==> src/rtl/mc_pkg.sv <==
//==============================================================================
// mc_pkg : shared types and encodings for the multicycle MIPS controller
// Rev 1.0
//==============================================================================
`default_nettype none

package mc_pkg;

   typedef enum logic [3:0] {
      FETCH   = 4'd0,
      DECODE  = 4'd1,
      MEMADR  = 4'd2,
      MEMRD   = 4'd3,
      MEMWB   = 4'd4,
      MEMWR   = 4'd5,
      RTYPEEX = 4'd6,
      RTYPEWB = 4'd7,
      BEQEX   = 4'd8,
      ADDIEX  = 4'd9,
      ADDIWB  = 4'd10,
      JEX     = 4'd11,
      BNEEX   = 4'd12
   } state_t;

   typedef enum logic [1:0] {
      ALUOP_ADD   = 2'b00,
      ALUOP_SUB   = 2'b01,
      ALUOP_FUNCT = 2'b10
   } aluop_t;

   localparam logic [5:0] OP_RTYPE = 6'b000000;
   localparam logic [5:0] OP_LW    = 6'b100011;
   localparam logic [5:0] OP_SW    = 6'b101011;
   localparam logic [5:0] OP_BEQ   = 6'b000100;
   localparam logic [5:0] OP_BNE   = 6'b000101;
   localparam logic [5:0] OP_ADDI  = 6'b001000;
   localparam logic [5:0] OP_J     = 6'b000010;

   localparam logic [5:0] FN_ADD = 6'b100000;
   localparam logic [5:0] FN_SUB = 6'b100010;
   localparam logic [5:0] FN_AND = 6'b100100;
   localparam logic [5:0] FN_OR  = 6'b100101;
   localparam logic [5:0] FN_SLT = 6'b101010;

   localparam logic [2:0] ALU_ADD = 3'b010;
   localparam logic [2:0] ALU_SUB = 3'b110;
   localparam logic [2:0] ALU_AND = 3'b000;
   localparam logic [2:0] ALU_OR  = 3'b001;
   localparam logic [2:0] ALU_SLT = 3'b111;

   localparam logic [1:0] SRCB_REG   = 2'b00;
   localparam logic [1:0] SRCB_FOUR  = 2'b01;
   localparam logic [1:0] SRCB_IMM   = 2'b10;
   localparam logic [1:0] SRCB_IMMSH = 2'b11;

   localparam logic [1:0] PC_ALU    = 2'b00;
   localparam logic [1:0] PC_ALUOUT = 2'b01;
   localparam logic [1:0] PC_JUMP   = 2'b10;

endpackage

`default_nettype wire

==> src/rtl/mc_aludec.sv <==
//==============================================================================
// mc_aludec : combinational ALU decoder, (aluop, funct) -> alucontrol
// Rev 1.0
//==============================================================================
`default_nettype none

module mc_aludec
   import mc_pkg::*;
(
   input  aluop_t     aluop,
   input  logic [5:0] funct,
   output logic [2:0] alucontrol
);

   always_comb begin
      alucontrol = ALU_ADD;
      case (aluop)
         ALUOP_ADD: alucontrol = ALU_ADD;
         ALUOP_SUB: alucontrol = ALU_SUB;
         ALUOP_FUNCT: begin
            case (funct)
               FN_ADD:  alucontrol = ALU_ADD;
               FN_SUB:  alucontrol = ALU_SUB;
               FN_AND:  alucontrol = ALU_AND;
               FN_OR:   alucontrol = ALU_OR;
               FN_SLT:  alucontrol = ALU_SLT;
               default: alucontrol = ALU_ADD;
            endcase
         end
         default: alucontrol = ALU_ADD;
      endcase
   end

endmodule

`default_nettype wire

==> src/rtl/mc_controller.sv <==
//==============================================================================
// mc_controller : multicycle MIPS Moore control FSM driving the datapath
// Optional feature macro MC_BNE_EN adds the BNEEX state. Rev 1.0
//==============================================================================
`default_nettype none

module mc_controller
   import mc_pkg::*;
(
   input  logic       clk,
   input  logic       reset,
   input  logic [5:0] op,
   input  logic [5:0] funct,
   input  logic       zero,
   output logic       pcen,
   output logic       memwrite,
   output logic       irwrite,
   output logic       regwrite,
   output logic       iord,
   output logic       memtoreg,
   output logic       regdst,
   output logic       alusrca,
   output logic [1:0] alusrcb,
   output logic [1:0] pcsrc,
   output logic [2:0] alucontrol,
   output logic       illegal
);

   state_t state, next_state;
   aluop_t aluop;
   logic   pcwrite, branch;
   logic   memwrite_raw, irwrite_raw, regwrite_raw;
`ifdef MC_BNE_EN
   logic   bne;
`endif

   always_ff @(posedge clk or posedge reset) begin
      if (reset) state <= FETCH;
      else       state <= next_state;
   end

   always_comb begin
      next_state   = FETCH;
      pcwrite      = 1'b0;
      branch       = 1'b0;
`ifdef MC_BNE_EN
      bne          = 1'b0;
`endif
      memwrite_raw = 1'b0;
      irwrite_raw  = 1'b0;
      regwrite_raw = 1'b0;
      iord         = 1'b0;
      memtoreg     = 1'b0;
      regdst       = 1'b0;
      alusrca      = 1'b0;
      alusrcb      = SRCB_REG;
      pcsrc        = PC_ALU;
      aluop        = ALUOP_ADD;
      illegal      = 1'b0;
      case (state)
         FETCH: begin
            irwrite_raw = 1'b1;
            alusrcb     = SRCB_FOUR;
            pcwrite     = 1'b1;
            next_state  = DECODE;
         end
         DECODE: begin
            // Speculatively compute the branch target into ALUOut
            alusrcb = SRCB_IMMSH;
            case (op)
               OP_LW, OP_SW: next_state = MEMADR;
               OP_RTYPE:     next_state = RTYPEEX;
               OP_BEQ:       next_state = BEQEX;
               OP_ADDI:      next_state = ADDIEX;
               OP_J:         next_state = JEX;
`ifdef MC_BNE_EN
               OP_BNE:       next_state = BNEEX;
`endif
               default: begin
                  next_state = FETCH;
                  illegal    = 1'b1;
               end
            endcase
         end
         MEMADR: begin
            alusrca    = 1'b1;
            alusrcb    = SRCB_IMM;
            next_state = (op == OP_SW) ? MEMWR : MEMRD;
         end
         MEMRD: begin
            iord       = 1'b1;
            next_state = MEMWB;
         end
         MEMWB: begin
            memtoreg     = 1'b1;
            regwrite_raw = 1'b1;
         end
         MEMWR: begin
            iord         = 1'b1;
            memwrite_raw = 1'b1;
         end
         RTYPEEX: begin
            alusrca    = 1'b1;
            aluop      = ALUOP_FUNCT;
            next_state = RTYPEWB;
         end
         RTYPEWB: begin
            regdst       = 1'b1;
            regwrite_raw = 1'b1;
         end
         BEQEX: begin
            alusrca = 1'b1;
            aluop   = ALUOP_SUB;
            pcsrc   = PC_ALUOUT;
            branch  = 1'b1;
         end
`ifdef MC_BNE_EN
         BNEEX: begin
            alusrca = 1'b1;
            aluop   = ALUOP_SUB;
            pcsrc   = PC_ALUOUT;
            bne     = 1'b1;
         end
`endif
         ADDIEX: begin
            alusrca    = 1'b1;
            alusrcb    = SRCB_IMM;
            next_state = ADDIWB;
         end
         ADDIWB: begin
            regwrite_raw = 1'b1;
         end
         JEX: begin
            pcsrc   = PC_JUMP;
            pcwrite = 1'b1;
         end
         default: next_state = FETCH;
      endcase
   end

   // Architectural write strobes are held off for the whole reset pulse
`ifdef MC_BNE_EN
   assign pcen     = ~reset & (pcwrite | (branch & zero) | (bne & ~zero));
`else
   assign pcen     = ~reset & (pcwrite | (branch & zero));
`endif
   assign memwrite = ~reset & memwrite_raw;
   assign irwrite  = ~reset & irwrite_raw;
   assign regwrite = ~reset & regwrite_raw;

   mc_aludec u_aludec (
      .aluop      (aluop),
      .funct      (funct),
      .alucontrol (alucontrol)
   );

endmodule

`default_nettype wire

==> config.mk <==
export PLATFORM = sky130hd
export DESIGN_NAME = mc_controller
export DESIGN_NICKNAME = d
export VERILOG_FILES = /design/src/rtl/mc_pkg.sv /design/src/rtl/mc_aludec.sv /design/src/rtl/mc_controller.sv
export SDC_FILE = /design/constraint.sdc
export NUM_CORES = 1
export LEC_CHECK = 0
export CAP_MARGIN = 20
export CORE_MARGIN = 2
export CORE_UTILIZATION = 36
export CTS_CLUSTER_DIAMETER = 120
export CTS_CLUSTER_SIZE = 16
export DETAILED_ROUTE_END_ITERATION = 10
export PLACE_DENSITY = 0.75
export SYNTH_ARGS = -nofsm -noshare
export SYNTH_HDL_FRONTEND = slang
export SYNTH_SLANG_ARGS = --single-unit
==> constraint.sdc <==
create_clock -name clk -period 2.3 [get_ports clk]
set_clock_uncertainty 0.2 [all_clocks]
set_input_delay 0.575 -clock clk [delete_from_list [all_inputs] [get_ports clk]]
set_output_delay 0.575 -clock clk [all_outputs]
set_load 0.02 [all_outputs]
==> results.toml <==
[placed_design]
dp_slack_ps = -712.4
portBuffers = 30
globalplace.congestion = 0.7520
dpl-instance-area_um2 = 1227
place_hpwl_mm = 1.724
dp.cells = 171

[floorplanning]
rows = 15
die_w_um = 46.72
coreArea_um2 = 1727
initial_core_util_pct = 38.04
ios = 31
die_y_um = 46.72
die-area_um2 = 2182

[cells_and_area]
fin_area_um2 = 1285
fill_cells = 157
largest_register = "state"
layout-drive-gt1-share_pct = 46.41
final_cells = 178
reg_top3 = "state (4)"
fin_nets = 173
final_core_util_pct = 74.42
n_antenna_cell = 0
largest_reg_flops = 4
area_growth_pct = 95.62

[cts]
cts_max_path_buffers = 2
cts_inserted_buffers = 3
cts_tree = "yes"
clkSinkCount = 4
cts_root_buf = "clkbuf_4"
ctsHoldBuffers = 0
cts_htree_levels = 1
cts.reportedPaths.clkPinSlew_ps = 40
insertion_delay_ps = 250

[job]
max-cap-violations = 0

[route]
drt_iter0_markers = 20
via_per_inst = 5.247
avgRoutedWirePerCell_um = 12.77
detail_route.drc_violations = 0
postRouteAntennaNets = 0
first_pass_iters = 4
drt_wl_total_mm = 2.273
via_count = 934

[sta]
finalCriticalPeriod_ps = 2728
setup_tns_ps = -1241
slew_viol_final = 0
period_share_pct = 118.6
rsz0062_at_grt = "true"
setup_violations = 3
fmax_mhz = 366.6
worst_slew_pin_slew_ps = 298.9
setup_ws_ps = -428.1
hold_viol = 0
slew-limit-headroom_pct = 79.80

[worst_setup_path]
critPathMaxStageDelay_ps = 370
critPathKind = "reg2out"
required_ps = 1520
cp_cell_sequence = "nand2b_4 -> or3_4 -> ha_4 -> nand4b_1 -> o41ai_4 -> buf_4"
end_kind = "output pin"
r2r_cells = 5
path_buf_inv = 1
worst_path_max_delay_cell = "dfrtp_1"
cp_top_family = "simple AND/OR/NAND/NOR gates"
start_kind = "register"
cp.depth = 6
worstPathArrival_ps = 1950
worst-path-max-fanout = 2

[status]
violations = "setup timing"
outcome = "finished, violations left"

[global_route]
grt_start_max_net_pins = 19
grt_pass1_wl_mm = 3.305
antenna_found_initial = 0
grt_pass1_vias = 859
grt_overflow = 0
grt_usage_pct = 21.78

[logic_synthesis]
synth_edf_count = 0
syn_avg_cell_area_um2 = 7.299
synthCells = 90
synth_ff_type = "dfrtp_1"
syn_nets = 108
synth_area_um2 = 656.9
ys_seq_area_share_pct = 15.24
ys_types = 36
ys_ff_latch = 4
async_flop_share_pct = 100.0
ys.warnings.count = 0

[pwr]
ir_worst_vdd_mv = 0.4531
p_leak_nw = 0.6124
p_per_area_nw_per_um2 = 712.4

[worst_hold_path]
hold_class = "in2async"
## stage by stage
step                      power, mW  hold slack [ps]
after floorplan              0.4881            146.2
after global placement       0.8013            463.4
after detailed placement     0.8146            467.2
after CTS                    0.8853            284.2
after global routing         0.9683            294.2
final                        0.9154            282.7
## worst reg2reg max path, stage by stage (launching register included)
cell and delay (ps):
dfrtp_1 400, buf_4 200, and2b_2 230, buf_4 140
a31oi_1 130, o211ai_1 120
## area by class of cell
cell class	instances	area [um2]	area share [%]
Timing Repair Buffer	65	534.3	41.58
Clock buffer	3	22.52	1.753
Multi-Input combinational cell	72	561.8	43.72
Tap cell	25	31.28	2.434
Inverter	9	33.78	2.629
Sequential cell	4	101.3	7.887
## worst paths after layout
check | slack, ps | from | to
worst max-delay path | -430 | state[2]$_DFF_PP0_ | alucontrol[2]
worst min-delay path | 280 | reset | state[3]$_DFF_PP0_
worst max register to register | 740 | state[0]$_DFF_PP0_ | state[1]$_DFF_PP0_
worst min register to register | 470 | state[3]$_DFF_PP0_ | state[0]$_DFF_PP0_
max in group asynchronous | 1510 | reset | state[3]$_DFF_PP0_
min in group clk | 470 | state[3]$_DFF_PP0_ | state[0]$_DFF_PP0_
## metal layers
layer	up-vias	GRT usage, %	routed length (um)
met5	-	0	0
met4	0	10.00	31
met3	3	3.922	137
met2	34	44.17	1202
met1	439	20.57	901
li1	458	-	-
## timing repair
action,4_1_cts,5_1_grt
resized for setup,77,13
pin swaps,5,2
setup endpoints to repair,16,13
buffers inserted,2,2
## layout by cell type (no fill, tap or decap), types with 3 or more instances in the layout
master / instances
a21oi_1: 4
buf_2: 4
buf_4: 36
buf_6: 5
clkbuf_4: 3
clkdlybuf4s15_2: 3
clkdlybuf4s50_1: 7
dfrtp_1: 3
dlygate4sd2_1: 7
inv_1: 7
nand2_1: 8
nand3_1: 3
nor2_1: 5
nor2b_1: 3
nor3_1: 3
o211ai_1: 3
o21ai_0: 3
## cell usage after synthesis, drive strengths merged (3+ instances only)
cell / number / share of area [%]
nand3: 3 / 2.3
o21ai: 5 / 3.8
buf: 5 / 4.6
nor3: 4 / 3.0
inv: 9 / 5.1
o211ai: 3 / 3.4
nor2b: 3 / 2.9
a21oi: 4 / 3.0
nand2: 8 / 4.6
ha: 3 / 5.7
dfrtp: 4 / 15
nor3b: 3 / 4.2
nor2: 7 / 4.0
## cells by family after synthesis
logic type,count (synthesis),synth area share (%)
AOI/OAI and AO/OA,20,20.57
xor gates and xnor gates,2,2.667
adders and majority gates,3,5.715
buffers and inverters,14,9.713
DFF,4,15.24
and+or+nand+nor,47,46.10
## power by group
| group | leakage (nW) | switching (mW) | internal, mW |
|---|---|---|---|
| clock | 0.0138 | 0.0392 | 0.0591 |
| sequential | 0.0511 | 0.0206 | 0.0922 |
| combinational | 0.547 | 0.365 | 0.339 |
Note: power is estimated with default switching activity, not from simulation.
